## src/rtl/traffic_pkg.sv

```systemverilog
// Shared types, widths and defaults for the intersection loop-sensor front-end.
package traffic_pkg;

    localparam int WAIT_W = 8;
    localparam int DCNT_W = 4;

    localparam int DEF_DEBOUNCE_CYCLES  = 4;
    localparam int DEF_STARVE_THRESHOLD = 200;

    typedef logic [WAIT_W-1:0] wait_t;

    localparam wait_t WAIT_MAX = '1;

    // Request latch per direction. SERVED marks "green is being shown";
    // it exists so a vehicle sitting on the loop during green does not re-call.
    typedef enum logic [1:0] {
        REQ_IDLE    = 2'd0,
        REQ_PENDING = 2'd1,
        REQ_SERVED  = 2'd2
    } req_state_t;

    // Green clears unconditionally; otherwise a filtered vehicle sets the
    // call, and a pending call is held even after the vehicle leaves.
    function automatic req_state_t req_step(input req_state_t cur,
                                            input logic       filt,
                                            input logic       green);
        if (green)
            return REQ_SERVED;
        else if (filt)
            return REQ_PENDING;
        else if (cur == REQ_PENDING)
            return REQ_PENDING;
        else
            return REQ_IDLE;
    endfunction

    // Wait count follows the registered call, so it reads 1 one edge after
    // the call appears; green zeroes it on the same edge that drops the call.
    function automatic wait_t wait_step(input logic  pending,
                                        input logic  green,
                                        input wait_t cur);
        if (!pending || green)
            return '0;
        else if (cur == WAIT_MAX)
            return cur;
        else
            return cur + wait_t'(1);
    endfunction

endpackage

```

## src/rtl/sensor_filter.sv

```systemverilog
// Two-flop synchronizer followed by a debounce filter for one loop sensor.
module sensor_filter
    import traffic_pkg::*;
#(
    parameter int DEBOUNCE_CYCLES = DEF_DEBOUNCE_CYCLES
) (
    input  logic clk,
    input  logic rst,
    input  logic raw,
    output logic filt
);

    localparam logic [DCNT_W-1:0] DCNT_LAST = DCNT_W'(DEBOUNCE_CYCLES - 1);

    logic              s1;
    logic              s2;
    logic [DCNT_W-1:0] dcnt;

    // Bring the asynchronous loop input into the clock domain.
    // NOTE: non-blocking assignments make s2 take the old s1, forming a real
    // two-stage chain; blocking here would collapse it into a single flop.
    always_ff @(posedge clk) begin
        if (rst) begin
            s1 <= 1'b0;
            s2 <= 1'b0;
        end else begin
            s1 <= raw;
            s2 <= s1;
        end
    end

    // Change the filtered level only after DEBOUNCE_CYCLES disagreeing samples in a row.
    always_ff @(posedge clk) begin
        if (rst) begin
            filt <= 1'b0;
            dcnt <= '0;
        end else if (s2 == filt) begin
            dcnt <= '0;
        end else if (dcnt == DCNT_LAST) begin
            filt <= s2;
            dcnt <= '0;
        end else begin
            dcnt <= dcnt + DCNT_W'(1);
        end
    end

endmodule

```

## src/rtl/vehicle_detect_conditioner.sv

```systemverilog
// Conditions NS/EW loop sensors into latched service requests for the
// intersection controller, with per-direction wait counters and starvation flags.
module vehicle_detect_conditioner
    import traffic_pkg::*;
#(
    parameter int DEBOUNCE_CYCLES  = DEF_DEBOUNCE_CYCLES,
    parameter int STARVE_THRESHOLD = DEF_STARVE_THRESHOLD
) (
    input  logic              clk,
    input  logic              rst,
    input  logic              ns_sensor_raw,
    input  logic              ew_sensor_raw,
    input  logic              ns_green,
    input  logic              ew_green,
    output logic              NS_VEHICLE_DETECT,
    output logic              EW_VEHICLE_DETECT,
    output logic [WAIT_W-1:0] ns_wait,
    output logic [WAIT_W-1:0] ew_wait,
    output logic              ns_starved,
    output logic              ew_starved
);

    localparam wait_t STARVE_LIM = wait_t'(STARVE_THRESHOLD);

    logic       ns_filt;
    logic       ew_filt;
    req_state_t ns_state;
    req_state_t ns_state_nxt;
    req_state_t ew_state;
    req_state_t ew_state_nxt;
    wait_t      ns_wait_nxt;
    wait_t      ew_wait_nxt;

    sensor_filter #(.DEBOUNCE_CYCLES(DEBOUNCE_CYCLES)) u_ns_filter (
        .clk  (clk),
        .rst  (rst),
        .raw  (ns_sensor_raw),
        .filt (ns_filt)
    );

    sensor_filter #(.DEBOUNCE_CYCLES(DEBOUNCE_CYCLES)) u_ew_filter (
        .clk  (clk),
        .rst  (rst),
        .raw  (ew_sensor_raw),
        .filt (ew_filt)
    );

    // Request latches and wait counters for both directions.
    always_ff @(posedge clk) begin
        if (rst) begin
            ns_state <= REQ_IDLE;
            ew_state <= REQ_IDLE;
            ns_wait  <= '0;
            ew_wait  <= '0;
        end else begin
            ns_state <= ns_state_nxt;
            ew_state <= ew_state_nxt;
            ns_wait  <= ns_wait_nxt;
            ew_wait  <= ew_wait_nxt;
        end
    end

    // Next request state and wait count; the two directions never interact.
    // NOTE: every signal gets a default first so no path leaves it unassigned
    // and no latch is inferred.
    always_comb begin
        ns_state_nxt = ns_state;
        ew_state_nxt = ew_state;
        ns_wait_nxt  = ns_wait;
        ew_wait_nxt  = ew_wait;

        ns_state_nxt = req_step(ns_state, ns_filt, ns_green);
        ew_state_nxt = req_step(ew_state, ew_filt, ew_green);
        ns_wait_nxt  = wait_step(ns_state == REQ_PENDING, ns_green, ns_wait);
        ew_wait_nxt  = wait_step(ew_state == REQ_PENDING, ew_green, ew_wait);
    end

    assign NS_VEHICLE_DETECT = (ns_state == REQ_PENDING);
    assign EW_VEHICLE_DETECT = (ew_state == REQ_PENDING);

    assign ns_starved = (ns_wait >= STARVE_LIM);
    assign ew_starved = (ew_wait >= STARVE_LIM);

endmodule

```

## config.mk

```make
export PLATFORM = sky130hd
export DESIGN_NAME = vehicle_detect_conditioner
export DESIGN_NICKNAME = d
export VERILOG_FILES = /design/src/rtl/traffic_pkg.sv /design/src/rtl/sensor_filter.sv /design/src/rtl/vehicle_detect_conditioner.sv
export SDC_FILE = /design/constraint.sdc
export NUM_CORES = 1
export LEC_CHECK = 0
export CORE_ASPECT_RATIO = 0.5
export CORE_MARGIN = 3
export CORE_UTILIZATION = 58
export CTS_BUF_LIST = sky130_fd_sc_hd__clkbuf_2
export DETAILED_ROUTE_END_ITERATION = 6
export PLACE_DENSITY_LB_ADDON = 0.15
export SYNTH_ARGS = -nofsm -noshare
export SYNTH_HDL_FRONTEND = slang
export SYNTH_SLANG_ARGS = --single-unit
```

## constraint.sdc

```tcl
create_clock -name clk -period 2.8 [get_ports clk]
set_clock_uncertainty 0.1 [all_clocks]
set_input_delay 0.28 -clock clk [delete_from_list [all_inputs] [get_ports clk]]
set_output_delay 0.28 -clock clk [all_outputs]
set_load 0.05 [all_outputs]
```

==> results.py <==
metrics = {
    "min_path": {
        "worstHoldPathType": "in -> reg",
        "min_path_cells": 2,
        "hp-start": "ew_sensor_raw",
        "whs_endpoint": "u_ew_filter.s1",
    },
    "floorplan": {
        "boundaryPins": 26,
        "core_area_um2": 2340,
        "die_y_um": 42.1,
        "die_x_um": 78.1,
        "dieArea_um2": 3290,
        "start_util": 0.644,
        "rows": 12,
    },
    "placed_design": {
        "pre_cts_ws_ps": 934,
        "portBuffers": 25,
        "gp_congestion": 0.781,
        "place_hpwl_um": 1970,
    },
    "setup_path": {
        "path_cells": "o311a_1 > clkdlybuf4s50_1",
        "rrSetupSlack_ps": 1300,
        "slowest_delay_ps": 790,
        "worst_r2r_path_depth": 4,
        "r2r_start": "ew_wait[0]",
        "cp-end-kind": "output port",
        "path_class": "reg -> out",
        "cp.arrival_ps": 1930,
        "critPathLaunchType": "flip-flop",
        "slowest_stage": "clkdlybuf4s50_1",
        "required_ps": 2420,
        "timing.rr.end": "ew_wait[3]",
        "crit_buf_inv": 1,
        "cp_max_fo": 10,
        "crit_family": "buffers and inverters",
    },
    "yosys": {
        "synth.mux.area_fraction": 0.0133,
        "netlist_area_um2": 1510,
        "synthXorXnorAreaFrac": 0.0348,
        "synth_top_area_frac": 0.451,
        "yosys_register_bits": 34,
        "synthFlopType": "dfxtp_1",
        "synth_compound_area_frac": 0.129,
        "avgSynthCellArea_um2": 9.37,
        "syn_inst": 161,
        "synth_top_cell_by_area": "dfxtp_1",
        "synth_edf_count": 0,
        "ys_top_cells_by_count": "dfxtp_1 (34), nor2_1 (14), nand3_1 (10), a31oi_1 (9)",
        "yosysWarnings": 0,
        "synth_cell_types": 38,
        "synthAdderAreaFrac": 0.0498,
        "synthSimpleGateAreaFrac": 0.269,
        "synth_top_family_by_area": "simple AND/OR/NAND/NOR gates",
        "synth_nets": 173,
        "yosysSeqAreaShare": 0.451,
        "netlist_top_cells_area": "dfxtp_1 (45%), ha_1 (5.0%), a31oi_1 (3.7%)",
        "post-synth-top-count-cell": "dfxtp_1",
        "ys_async_sr_fraction": 0,
    },
    "detailed_routing": {
        "ant_nets": 0,
        "drc": 0,
        "wl_um": 2750,
        "routedWlPerCell_um": 12.4,
        "vias_per_cell": 5.48,
        "vias": 1211,
        "drt-initial-drc-count": 56,
        "first_pass_iters": 4,
    },
    "clock_network": {
        "cts_repair_resize_count": 0,
        "cts_buffers": 5,
        "htree_levels": 2,
        "clk_pin_slew_ps": 180,
        "cts_hold_buf": 0,
        "cts_root_buf": "clkbuf_2",
        "cts_tree": "yes",
        "cts_sinks": 34,
        "cts_setup_buffers": 0,
        "clk_latency_ps": 370,
        "cts.path.max_buffers": 2,
    },
    "sta": {
        "finalWorstSetupSlack_ps": 491,
        "post-route-period-util": 0.825,
        "relSlewSlack": 0.661,
        "setup_viol": 0,
        "fin_setup_tns_ps": 0,
        "fmax_mhz": 433,
        "hold_viol": 0,
        "slew_viol_final": 0,
        "worst_pin_slew_ps": 507,
        "fin_crit_ps": 2310,
        "rsz0062_at_grt": "no",
    },
    "cells_and_area": {
        "nets": 197,
        "area_growth_pct": 18.4,
        "layout-drive-gt1-share": 0.0914,
        "fillers": 194,
        "final-seq-area_um2": 681,
        "diodes": 0,
        "multiInputGateArea_um2": 748,
    },
    "power": {
        "leakage_nw": 0.659,
        "p_total_mw": 0.729,
        "p_per_area_nw_per_um2": 408,
        "ir_worst_vdd_mv": 0.318,
    },
    "global_routing": {
        "grt_max_degree": 14,
        "grt_pass1_vias": 1121,
        "antenna_found_initial": 0,
        "grt_usage": 0.185,
        "grt_pass1_wl_um": 4790,
        "overflow": 0,
    },
    "run": {
        "maxCapViolations": 0,
    },
    "run_status": {
        "outcome": "finished clean",
    },
}
## registers in the layout, indices dropped and copies added, names as in the netlist
name / count
u_ew_filter.filt: 1
u_ns_filter.filt: 1
u_ew_filter.dcnt: 4
ew_wait: 8
u_ew_filter.s1: 1
u_ns_filter.s1: 1
ew_state: 2
ns_wait: 8
u_ew_filter.s2: 1
ns_state: 2
u_ns_filter.dcnt: 4
u_ns_filter.s2: 1
## worst max path at each step
| stage | from | to | slack [ps] | depth (start not counted) |
|---|---|---|---|---|
| finish | ns_wait[6] | ns_starved | 490 | 2 |
| global route | ew_wait[3] | ew_starved | 400 | 2 |
| CTS | ns_wait[6] | ns_starved | 480 | 2 |
| detailed placement | ns_wait[6] | ns_starved | 930 | 2 |
| global placement | ns_wait[6] | ns_starved | 960 | 2 |
| floorplan | ns_wait[6] | ns_starved | 1060 | 2 |
## cell families (layout without fill, tap and decap cells)
group,Yosys count,count (layout)
AND/OR/NAND/NOR,69,69
flip-flops,34,34
adder cells (fa/ha/maj),6,6
XOR/XNOR,6,6
multiplexers,2,2
AO/OA/AOI/OAI,30,30
buffers and inverters,14,39
## report_power, final
group          internal (mW)  switching [mW]  leakage, nW
registers              0.489         0.00248        0.275
clock network         0.0570           0.162       0.0264
logic                 0.0105         0.00768        0.358
## worst reg2reg max path, cell delays in order (launching register included)
cell     delay (ps)
dfxtp_1         470
ha_1            350
and3_1          270
a21oi_1          90
nor3_1          160
## metrics by stage
stage	hold WS (ps)	utilization	cell area, um2	instances
floorplan	308	-	1510	161
global placement	324	0.745	1750	213
detailed placement	334	0.745	1750	213
CTS	311	0.763	1790	221
global route	291	0.763	1790	221
finish	339	0.763	1790	221
## final cells by class
type                            count  area share
Timing Repair Buffer               25       0.140
Multi-Input combinational cell    113       0.419
Clock buffer                        5      0.0140
Tap cell                           35      0.0245
Clock inverter                      3     0.00910
Sequential cell                    34       0.381
Inverter                            6      0.0126
## cells in the final DEF, fill, tap and decap left out, drive strengths merged
cell,netlist,layout
mux2i,2,2
a211oi,2,2
nor2,15,15
o21ai,6,6
o211a,1,1
clkbuf,1,5
nor3b,3,3
nand3,10,10
nand4b,1,1
clkdlybuf4s50,0,25
or3,2,2
a31oi,9,9
o311a,2,2
nor2b,7,7
clkinvlp,0,1
xor2,2,2
nor3,9,9
nor4b,1,1
ha,6,6
nand4,3,3
and3,7,7
inv,6,6
and4,2,2
dfxtp,34,34
o21a,2,2
xnor2,4,4
a21oi,7,7
clkinv,0,2
a31o,1,1
and2b,1,1
nand2,7,7
and4b,1,1
## routing by layer
metal	GRT usage	wire length, um	vias up
met4	0.0836	33	0
met5	0	0	-
li1	-	-	619
met3	0.0687	165	5
met1	0.215	1250	546
met2	0.306	1300	41
Power figures use the tool's default switching activity.
